## src/rtl/core_reset_pkg.sv

```systemverilog
// Shared types for the core reset controller: FSM state encoding and
// the counter-width helper used by the top and the stretch counter.
package core_reset_pkg;

  typedef enum logic [1:0] {
    WAIT_ROM = 2'd0,
    HOLD     = 2'd1,
    RUN      = 2'd2,
    LOADING  = 2'd3
  } state_e;

  localparam int unsigned IDX_W = 8;

  // A zero-cycle hold still needs a 1-bit counter to express "zero".
  function automatic int unsigned cnt_width(input int unsigned hold);
    return (hold == 0) ? 1 : $clog2(hold + 1);
  endfunction

endpackage

```

## src/rtl/reset_stretch.sv

```systemverilog
// Reload/decrement counter that stretches core reset; saturates at zero
// and reports when it has expired.
module reset_stretch #(
  parameter int unsigned CNT_W       = 16,
  parameter int unsigned HOLD_CYCLES = 65535
) (
  input  logic clk_sys,
  input  logic reset_n,
  input  logic load,
  input  logic en,
  output logic zero
);

  logic [CNT_W-1:0] cnt_r;

  // Counter register: reload wins over decrement, no wrap below zero.
  always_ff @(posedge clk_sys or negedge reset_n) begin
    if (!reset_n) begin
      cnt_r <= CNT_W'(HOLD_CYCLES);
    end else if (load) begin
      cnt_r <= CNT_W'(HOLD_CYCLES);
    end else if (en && (cnt_r != {CNT_W{1'b0}})) begin
      cnt_r <= cnt_r - CNT_W'(1);
    end else begin
      cnt_r <= cnt_r;
    end
  end

  assign zero = (cnt_r == {CNT_W{1'b0}});

endmodule

```

## src/rtl/core_reset_ctrl.sv

```systemverilog
// Core reset sequencer: tracks ROM downloads per slot and holds the core
// in reset until required slots are loaded and the reset stretch expires.
module core_reset_ctrl
  import core_reset_pkg::*;
#(
  parameter int unsigned              NUM_SLOTS   = 4,
  parameter logic [NUM_SLOTS-1:0]     REQ_MASK    = 4'b0001,
  parameter logic [NUM_SLOTS-1:0]     RST_ON_LOAD = 4'b0001,
  parameter int unsigned              HOLD_CYCLES = 65535,
  parameter int unsigned              SRC_W       = 2
) (
  input  logic                 clk_sys,
  input  logic                 reset_n,
  input  logic [SRC_W-1:0]     rst_req,
  input  logic                 ioctl_download,
  input  logic [IDX_W-1:0]     ioctl_index,
  output logic                 core_reset,
  output logic [NUM_SLOTS-1:0] rom_loaded,
  output logic                 all_loaded,
  output logic                 load_done,
  output logic [IDX_W-1:0]     load_index,
  output logic [1:0]           state
);

  localparam int unsigned CNT_W = cnt_width(HOLD_CYCLES);

  state_e               state_r, state_next_s;
  logic                 dl_d_r, armed_r, busy_r;
  logic                 load_done_r, all_loaded_r, core_reset_r;
  logic [IDX_W-1:0]     load_index_r;
  logic [NUM_SLOTS-1:0] rom_loaded_r, rom_loaded_next_s;
  logic                 all_loaded_next_s;
  logic                 rise_s, fall_s, trig_s, req_any_s;
  logic                 cnt_load_s, cnt_en_s, cnt_zero_s;

  function automatic logic slot_hit(input logic [IDX_W-1:0] idx,
                                    input logic [NUM_SLOTS-1:0] mask);
    logic hit;
    hit = 1'b0;
    for (int i = 0; i < NUM_SLOTS; i++) begin
      if (idx == IDX_W'(i)) hit = mask[i];
    end
    return hit;
  endfunction

  // armed_r blocks a download already in flight when reset released.
  assign rise_s    = ioctl_download & ~dl_d_r & armed_r;
  assign fall_s    = ~ioctl_download & dl_d_r & busy_r;
  assign trig_s    = rise_s & slot_hit(ioctl_index, RST_ON_LOAD);
  assign req_any_s = |rst_req;

  // Completion flags for this cycle, including a download ending now.
  always_comb begin
    rom_loaded_next_s = rom_loaded_r;
    for (int i = 0; i < NUM_SLOTS; i++) begin
      if (fall_s && (load_index_r == IDX_W'(i))) begin
        rom_loaded_next_s[i] = 1'b1;
      end else begin
        rom_loaded_next_s[i] = rom_loaded_r[i];
      end
    end
    all_loaded_next_s = ((rom_loaded_next_s & REQ_MASK) == REQ_MASK);
  end

  // Next-state and counter control.
  always_comb begin
    state_next_s = state_r;
    cnt_load_s   = 1'b0;
    cnt_en_s     = 1'b0;
    case (state_r)
      WAIT_ROM: begin
        if (all_loaded_r) begin
          state_next_s = HOLD;
          cnt_load_s   = 1'b1;
        end else begin
          state_next_s = WAIT_ROM;
        end
      end
      HOLD: begin
        if (trig_s) begin
          state_next_s = LOADING;
        end else if (req_any_s) begin
          cnt_load_s = 1'b1;
        end else if (cnt_zero_s) begin
          state_next_s = RUN;
        end else begin
          cnt_en_s = 1'b1;
        end
      end
      RUN: begin
        if (trig_s) begin
          state_next_s = LOADING;
        end else if (req_any_s) begin
          state_next_s = HOLD;
          cnt_load_s   = 1'b1;
        end else begin
          state_next_s = RUN;
        end
      end
      LOADING: begin
        if (fall_s) begin
          if (all_loaded_next_s) begin
            state_next_s = HOLD;
            cnt_load_s   = 1'b1;
          end else begin
            state_next_s = WAIT_ROM;
          end
        end else begin
          state_next_s = LOADING;
        end
      end
      default: begin
        state_next_s = WAIT_ROM;
      end
    endcase
  end

  // Download tracking, flags and FSM state registers.
  always_ff @(posedge clk_sys or negedge reset_n) begin
    if (!reset_n) begin
      dl_d_r       <= 1'b0;
      armed_r      <= 1'b0;
      busy_r       <= 1'b0;
      load_index_r <= {IDX_W{1'b0}};
      load_done_r  <= 1'b0;
      rom_loaded_r <= {NUM_SLOTS{1'b0}};
      all_loaded_r <= 1'b0;
      state_r      <= WAIT_ROM;
      core_reset_r <= 1'b1;
    end else begin
      dl_d_r       <= ioctl_download;
      armed_r      <= armed_r | ~ioctl_download;
      if (rise_s) begin
        busy_r       <= 1'b1;
        load_index_r <= ioctl_index;
      end else if (!ioctl_download) begin
        busy_r       <= 1'b0;
        load_index_r <= load_index_r;
      end else begin
        busy_r       <= busy_r;
        load_index_r <= load_index_r;
      end
      load_done_r  <= fall_s;
      rom_loaded_r <= rom_loaded_next_s;
      all_loaded_r <= all_loaded_next_s;
      state_r      <= state_next_s;
      core_reset_r <= (state_next_s != RUN);
    end
  end

  reset_stretch #(
    .CNT_W       (CNT_W),
    .HOLD_CYCLES (HOLD_CYCLES)
  ) u_stretch (
    .clk_sys (clk_sys),
    .reset_n (reset_n),
    .load    (cnt_load_s),
    .en      (cnt_en_s),
    .zero    (cnt_zero_s)
  );

  assign core_reset = core_reset_r;
  assign rom_loaded = rom_loaded_r;
  assign all_loaded = all_loaded_r;
  assign load_done  = load_done_r;
  assign load_index = load_index_r;
  assign state      = state_r;

endmodule

```

## config.mk

```make
export PLATFORM = sky130hd
export DESIGN_NAME = core_reset_ctrl
export DESIGN_NICKNAME = d
export VERILOG_FILES = /design/src/rtl/core_reset_pkg.sv /design/src/rtl/reset_stretch.sv /design/src/rtl/core_reset_ctrl.sv
export SDC_FILE = /design/constraint.sdc
export NUM_CORES = 1
export LEC_CHECK = 0
export CELL_PAD_IN_SITES_DETAIL_PLACEMENT = 1
export CELL_PAD_IN_SITES_GLOBAL_PLACEMENT = 2
export CORE_UTILIZATION = 31
export CTS_CLUSTER_SIZE = 25
export DETAILED_ROUTE_END_ITERATION = 10
export HOLD_SLACK_MARGIN = 0.1
export PLACE_DENSITY_LB_ADDON = 0.08
export SYNTH_ARGS = -nofsm -noshare
export SYNTH_HDL_FRONTEND = slang
export SYNTH_SLANG_ARGS = --single-unit
export TNS_END_PERCENT = 5
```

## constraint.sdc

```tcl
create_clock -name clk_sys -period 1.9 [get_ports clk_sys]
set_input_delay 0.475 -clock clk_sys [delete_from_list [all_inputs] [get_ports clk_sys]]
set_output_delay 0.475 -clock clk_sys [all_outputs]
set_load 0.03 [all_outputs]
```

==> results_dict.tcl, run 1 <==
set metrics [dict create \
    layout-drive-gt1-share_pct 47.58 \
    synth_nets 199 \
    maxCapViolCount 0 \
    hp-class "in -> reg" \
    p_leak_nw 1.267 \
    fin_crit_sh_pct 110.6 \
    core-area_sq_um 5991 \
    final_cells 344 \
    filler_cell_count 677 \
    postRouteAntennaNets 0 \
    grt_setup_unrepaired "yes" \
    dr.first_iter.drc_count 49 \
    cts_sinks 35 \
    grt_overflow_total 0 \
    fmax_mhz 475.8 \
    cts.clk_slew.worst_paths_ns 0.08 \
    start_kind "flop" \
    syn2layout_area_growth_pct 55.16 \
    ios 30 \
    die_h_microns 81.10 \
    drc 0 \
    required_ns 2.11 \
    die_x_microns 81.10 \
    post-route-util_pct 50.23 \
    peakVddDrop_mv 0.5126 \
    initial_core_util_pct 32.37 \
    port_buffers 29 \
    grt_pass1_vias 2051 \
    vias_per_cell 5.218 \
    syn_area_sq_um 1939 \
    grt_util_all_layers_pct 20.49 \
    cp_max_fo 4 \
    fin_crit_ns 2.102 \
    antenna_cells 0 \
    critical_path_class "reg -> reg" \
    synthCells 180 \
    power_density_nw_per_um2 779.9 \
    num_vias 1795 \
    hold_viol 0 \
    status "finished, violations left" \
    gp_congestion 0.8508 \
    multiInputGateArea_sq_um 1129 \
    worstMarginPinSlew_ns 0.5147 \
    grt_pass1_wl_microns 9922 \
    max_slew_margin_pct 65.40 \
    place_inst 328 \
    synth.distinct_cells 43 \
    violations "setup timing" \
    drv_slew 0 \
    finalSetupTns_ns -2.798 \
    fin_area_sq_um 3009 \
    setup_ws_ns -0.2018 \
    ff_latch_area_sq_um 899.6 \
    rows 28 \
    worstPathArrival_ns 2.31 \
    final_nets 287 \
    placed_area_sq_um 2683 \
    die_area_sq_um 6576 \
    cts_tree "built" \
    ys_seq_area_share_pct 46.26 \
    fin_worst_skew_ns 0.009245 \
    cts_buffer_depth 2 \
    h-tree-depth 2 \
    clkLatencyLatePin_ns 0.29 \
    grt_start_max_net_pins 36 \
    power_mw 2.347 \
    antenna_found_initial 0 \
    ys_ff_latch 35 \
    cts_root_buf "clkbuf_8" \
    finalWirelength_microns 6003 \
    ctsHoldBuffers 0 \
    finalSetupViolations 19 \
    cp-end-kind "flop" \
    cts_buffers 5 \
    ys_warn_count 0 \
    wl_per_cell_microns 17.45 \
    first_pass_iters 4 \
    dp_hpwl_microns 4362 \
    syn_avg_cell_area_sq_um 10.77 \
]
==> critical path, cell delays in order, from the launching register on <==
cell and delay (ns):
dfstp_2 0.54, inv_2 0.06, ha_4 0.15, or4b_4 0.24, nor4_4 0.06, buf_6 0.14
buf_6 0.12, nor4_2 0.45, a21o_1 0.20, nand3_2 0.07
==> sequential cells by signal (all words and copies together), names as in the netlist <==
signal / cells
rom_loaded: 3
core_reset: 1
u_stretch.cnt_r: 16
load_done: 1
dl_d_r: 1
load_index: 8
armed_r: 1
state: 2
busy_r: 1
all_loaded: 1
==> cells in the final DEF (no fill, tap or decap), types with 3 or more instances in the layout <==
| master | instances |
|---|---|
| nand3b_1 | 4 |
| buf_4 | 50 |
| buf_6 | 5 |
| or4_4 | 3 |
| nor4_4 | 4 |
| nand3_2 | 4 |
| nor3_1 | 3 |
| clkbuf_8 | 5 |
| o211ai_1 | 3 |
| o21ai_0 | 3 |
| dfrtp_1 | 16 |
| or4_1 | 4 |
| xnor2_1 | 6 |
| ha_1 | 5 |
| mux2_2 | 8 |
| nor4_2 | 3 |
| nor4_1 | 5 |
| dlygate4sd2_1 | 5 |
| nand3_1 | 6 |
| or3_1 | 3 |
| clkdlybuf4s50_1 | 17 |
| or4b_4 | 4 |
| dfstp_2 | 17 |
| nand2_1 | 19 |
| nor2_1 | 8 |
| clkdlybuf4s15_1 | 5 |
| inv_1 | 7 |
==> routing by layer <==
metal	vias up	wire (microns)	track usage (%)
met1	909	2284	20.93
met5	-	0	0
li1	844	-	-
met2	32	3449	40.34
met3	10	138	3.596
met4	0	131	8.393
==> logic make-up (layout without fill, tap and decap cells) <==
kind of cell,count (synthesis),after routing,synth area share (%)
and+or+nand+nor,83,83,27.48
adders and majority gates,6,6,3.871
muxes,8,8,4.645
AOI/OAI and AO/OA,27,27,11.10
buffers and inverters,14,103,3.483
xor gates and xnor gates,7,7,3.161
DFF,35,35,46.26
==> report_power, final <==
part / internal [mW] / leakage, nW / switching [mW] / total (mW)
clock network: 0.256 / 0.0412 / 0.273 / 0.529
logic: 0.443 / 0.828 / 0.477 / 0.919
registers: 0.841 / 0.398 / 0.0580 / 0.899
total: 1.54 / 1.27 / 0.807 / 2.35
==> cell type report <==
type	instances	area share, %
Clock buffer	6	2.412
Clock inverter	2	0.4158
Inverter	9	1.123
Multi-Input combinational cell	131	37.51
Sequential cell	35	29.90
Tap cell	75	3.118
Timing Repair Buffer	86	25.53
==> Yosys cell counts <==
cell type	count	area [sq um]
nand2_1	20	75.07
or3_1	4	25.02
nor3_4	1	16.27
dfrtp_1	18	450.4
and2b_1	1	7.510
nor4_1	10	62.56
nor2b_1	2	12.51
nand3_2	3	30.03
xnor2_1	7	61.31
a211oi_1	1	7.510
nor2_1	10	37.54
o31ai_1	3	22.52
or4_4	2	22.52
clkbuf_1	1	3.750
nand3b_1	4	30.03
nor4b_2	1	15.01
o311ai_0	1	8.760
a21o_1	2	15.01
buf_1	1	3.750
a311oi_4	1	26.28
or4_1	5	37.54
o311ai_1	1	8.760
nand4_1	2	12.51
a31o_2	2	17.52
buf_4	2	15.01
o21ai_0	4	20.02
nor3_1	3	15.01
or4b_2	2	20.02
mux2_2	8	90.09
nor4_4	2	42.54
inv_1	9	33.78
o21bai_1	2	15.01
or4b_1	3	30.03
o211ai_1	3	22.52
ha_1	6	75.07
o2111ai_1	1	8.760
o41ai_1	2	17.52
buf_6	1	11.26
nand3_1	7	35.03
a222oi_1	1	10.01
a21oi_1	3	15.01
dfstp_2	17	446.7
nand2b_1	1	6.260
==> path summary, 6_finish.rpt <==
kind / slack (ns) / depth (start not counted) / from / endpoint
max in group asynchronous: 0.95 / 2 / reset_n / u_stretch.cnt_r[9]
worst max-delay path: -0.20 / 9 / u_stretch.cnt_r[1] / u_stretch.cnt_r[6]
min in group asynchronous: 0.61 / 2 / reset_n / load_index[6]
worst min-delay path: 0.42 / 1 / ioctl_download / dl_d_r
worst max register to register: -0.20 / 9 / u_stretch.cnt_r[1] / u_stretch.cnt_r[6]
worst min register to register: 0.47 / 1 / rom_loaded[3] / rom_loaded[3]
==> metrics by stage <==
step	setup slack [ns]	hold WS, ns
finish	-0.2018	0.4168
global route	-0.2752	0.4233
CTS	-0.2416	0.4810
detailed placement	-0.6793	0.4600
global placement	-0.5845	0.4490
floorplan	-0.1669	0.1794
==> timing repair <==
item / in CTS / in global routing
gates resized for setup: 37 / 16
setup buffers: 6 / 2
pin swaps: 17 / 15
cloned: 1 / 0
endpoints found under the setup margin: 21 / 20
No activity file was read; power rests on OpenSTA's default activity.
==> run 2, diff against run 1 <==
- CORE_MARGIN: unset -> 2
==> results_dict.tcl, run 2 (synthesis results as in run 1) <==
set metrics [dict create \
    ff2ff_path_depth 7 \
    grt_pass1_wl_microns 9770 \
    setup_ws_ns -0.2020 \
    wl_per_cell_microns 16.68 \
    layout-drive-gt1-share_pct 46.99 \
    min_to "rom_loaded[3]" \
    placed_area_sq_um 2678 \
    cts.clk_slew.worst_paths_ns 0.08 \
    largest_reg_flops 16 \
    wl_met2_microns 3215 \
    die_x_microns 83.10 \
    cp_cell_sequence "inv_2, ha_4, or4b_4, buf_4, or4b_4, o211ai_1, nor2b_1" \
    ios 30 \
    fin_hold_ws_ns 0.4724 \
    num_vias 1721 \
    cp_num_buf_inv 2 \
    finalSetupViolations 19 \
    cp_top_family "simple AND/OR/NAND/NOR gates" \
    syn2layout_area_growth_pct 51.68 \
    max_slew_margin_pct 68.40 \
    die_h_microns 83.10 \
    fin_crit_sh_pct 110.6 \
    h-tree-depth 2 \
    first_pass_iters 6 \
    power_density_nw_per_um2 766.2 \
    hold_start "rom_loaded[3]" \
    grt_overflow_total 0 \
    initial_core_util_pct 32.37 \
    core-area_sq_um 5991 \
    cpPeakStageDelay_ns 0.49 \
    cts_buffers 5 \
    layout_commonest_cell "buf_4" \
    finalWirelength_microns 5689 \
    final_cell_mix "52 x buf_4, 19 x nand2_1, 18 x clkdlybuf4s50_1" \
    peakVddDrop_mv 0.4019 \
    fin_crit_ns 2.102 \
    top_register "u_stretch.cnt_r" \
    ctsHoldBuffers 0 \
    clkLatencyLatePin_ns 0.29 \
    finalSetupTns_ns -2.249 \
    cts_root_buf "clkbuf_8" \
    dr_wl_met3_microns 115 \
    hp-class "reg -> reg" \
    antenna_cells 0 \
    drc 0 \
    violations "setup timing" \
    rows 28 \
    antenna_found_initial 0 \
    critical_path_class "reg -> reg" \
    worstPathArrival_ns 2.31 \
    postRouteAntennaNets 0 \
    start_kind "flop" \
    cp_max_fo 2 \
    dr.first_iter.drc_count 35 \
    die_area_sq_um 6905 \
    p_leak_nw 1.216 \
    gp_congestion 0.8141 \
    top_layer "met4" \
    cp-end-kind "flop" \
    fmax_mhz 475.7 \
    r2r-start "u_stretch.cnt_r[1]" \
    rr_endpoint "state[1]" \
    drv_slew 0 \
    hold_viol 0 \
    cts_sinks 35 \
    fin_area_sq_um 2942 \
    cpMaxStageDelayCell "or4b_4" \
    required_ns 2.11 \
    status "finished, violations left" \
    r2r_setup_slack_ns -0.20 \
    worstMarginPinSlew_ns 0.4701 \
    cp_common_cell "or4b_4" \
    grt_setup_unrepaired "yes" \
    fin_worst_skew_ns 0.01003 \
    port_buffers 29 \
    cts_buffer_depth 2 \
    wl_met1_microns 2318 \
    grt_util_all_layers_pct 17.38 \
    grt_pass1_vias 2004 \
    cts_tree "built" \
    vias_per_cell 5.047 \
    grt_start_max_net_pins 36 \
    dp_hpwl_microns 4413 \
    min_path_cells 1 \
    maxCapViolCount 0 \
    final_nets 284 \
]
[run 2: metal layers]
layer	vias up	GRT usage, %
li1	837	-
met5	-	0
met1	856	19.29
met2	23	33.36
met3	5	3.479
met4	0	4.620
[run 2: metrics by stage]
stage | utilization, % | instances | total power [mW] | worst slack (ns)
after floorplan | - | 180 | 1.307 | -0.1669
after global placement | 44.70 | 329 | 1.652 | -0.5784
after detailed placement | 44.70 | 329 | 1.684 | -0.6424
after CTS | 48.64 | 341 | 2.285 | -0.1942
after global routing | 49.10 | 341 | 2.395 | -0.2647
final | 49.10 | 341 | 2.254 | -0.2020
[run 2: worst reg2reg max path: stages (launching register included)]
cell and delay (ns):
dfstp_2 0.38, inv_2 0.07, ha_4 0.14, or4b_4 0.49
buf_4 0.16, or4b_4 0.48, o211ai_1 0.15, nor2b_1 0.17
[run 2: layout make-up]
class / count / area [sq um]
clock buffers: 6 / 72.57
inverters: 9 / 33.78
multi-input cells: 131 / 1139
well taps: 75 / 93.84
flip-flops and latches: 35 / 899.6
repair buffers: 83 / 690.7
fillers: 659 / 3049
clock inverters: 2 / 12.51
[run 2: timing repair]
item                                    in CTS  in global routing
setup buffers                                4                  0
gates resized for setup                     43                  5
pin swaps                                   18                  8
endpoints found under the setup margin      21                 19
endpoints found under the hold margin        0                  0
[run 2: how the worst max path moves through the flow]
stage / start / end / slack [ns] / depth (start not counted)
6_report: u_stretch.cnt_r[1] / state[1] / -0.20 / 7
5_1_grt: u_stretch.cnt_r[1] / u_stretch.cnt_r[11] / -0.26 / 8
4_1_cts: u_stretch.cnt_r[1] / state[1] / -0.19 / 7
3_5_place_dp: ioctl_index[0] / u_stretch.cnt_r[1] / -0.64 / 7
3_3_place_gp: ioctl_index[0] / u_stretch.cnt_r[1] / -0.58 / 7
2_1_floorplan: ioctl_index[0] / u_stretch.cnt_r[11] / -0.17 / 6
[run 2: report_power, final]
group	internal (mW)	total [mW]	leakage (nW)	switching, mW
registers	0.840	0.898	0.398	0.0573
clock network	0.256	0.529	0.0412	0.273
logic	0.379	0.827	0.777	0.448
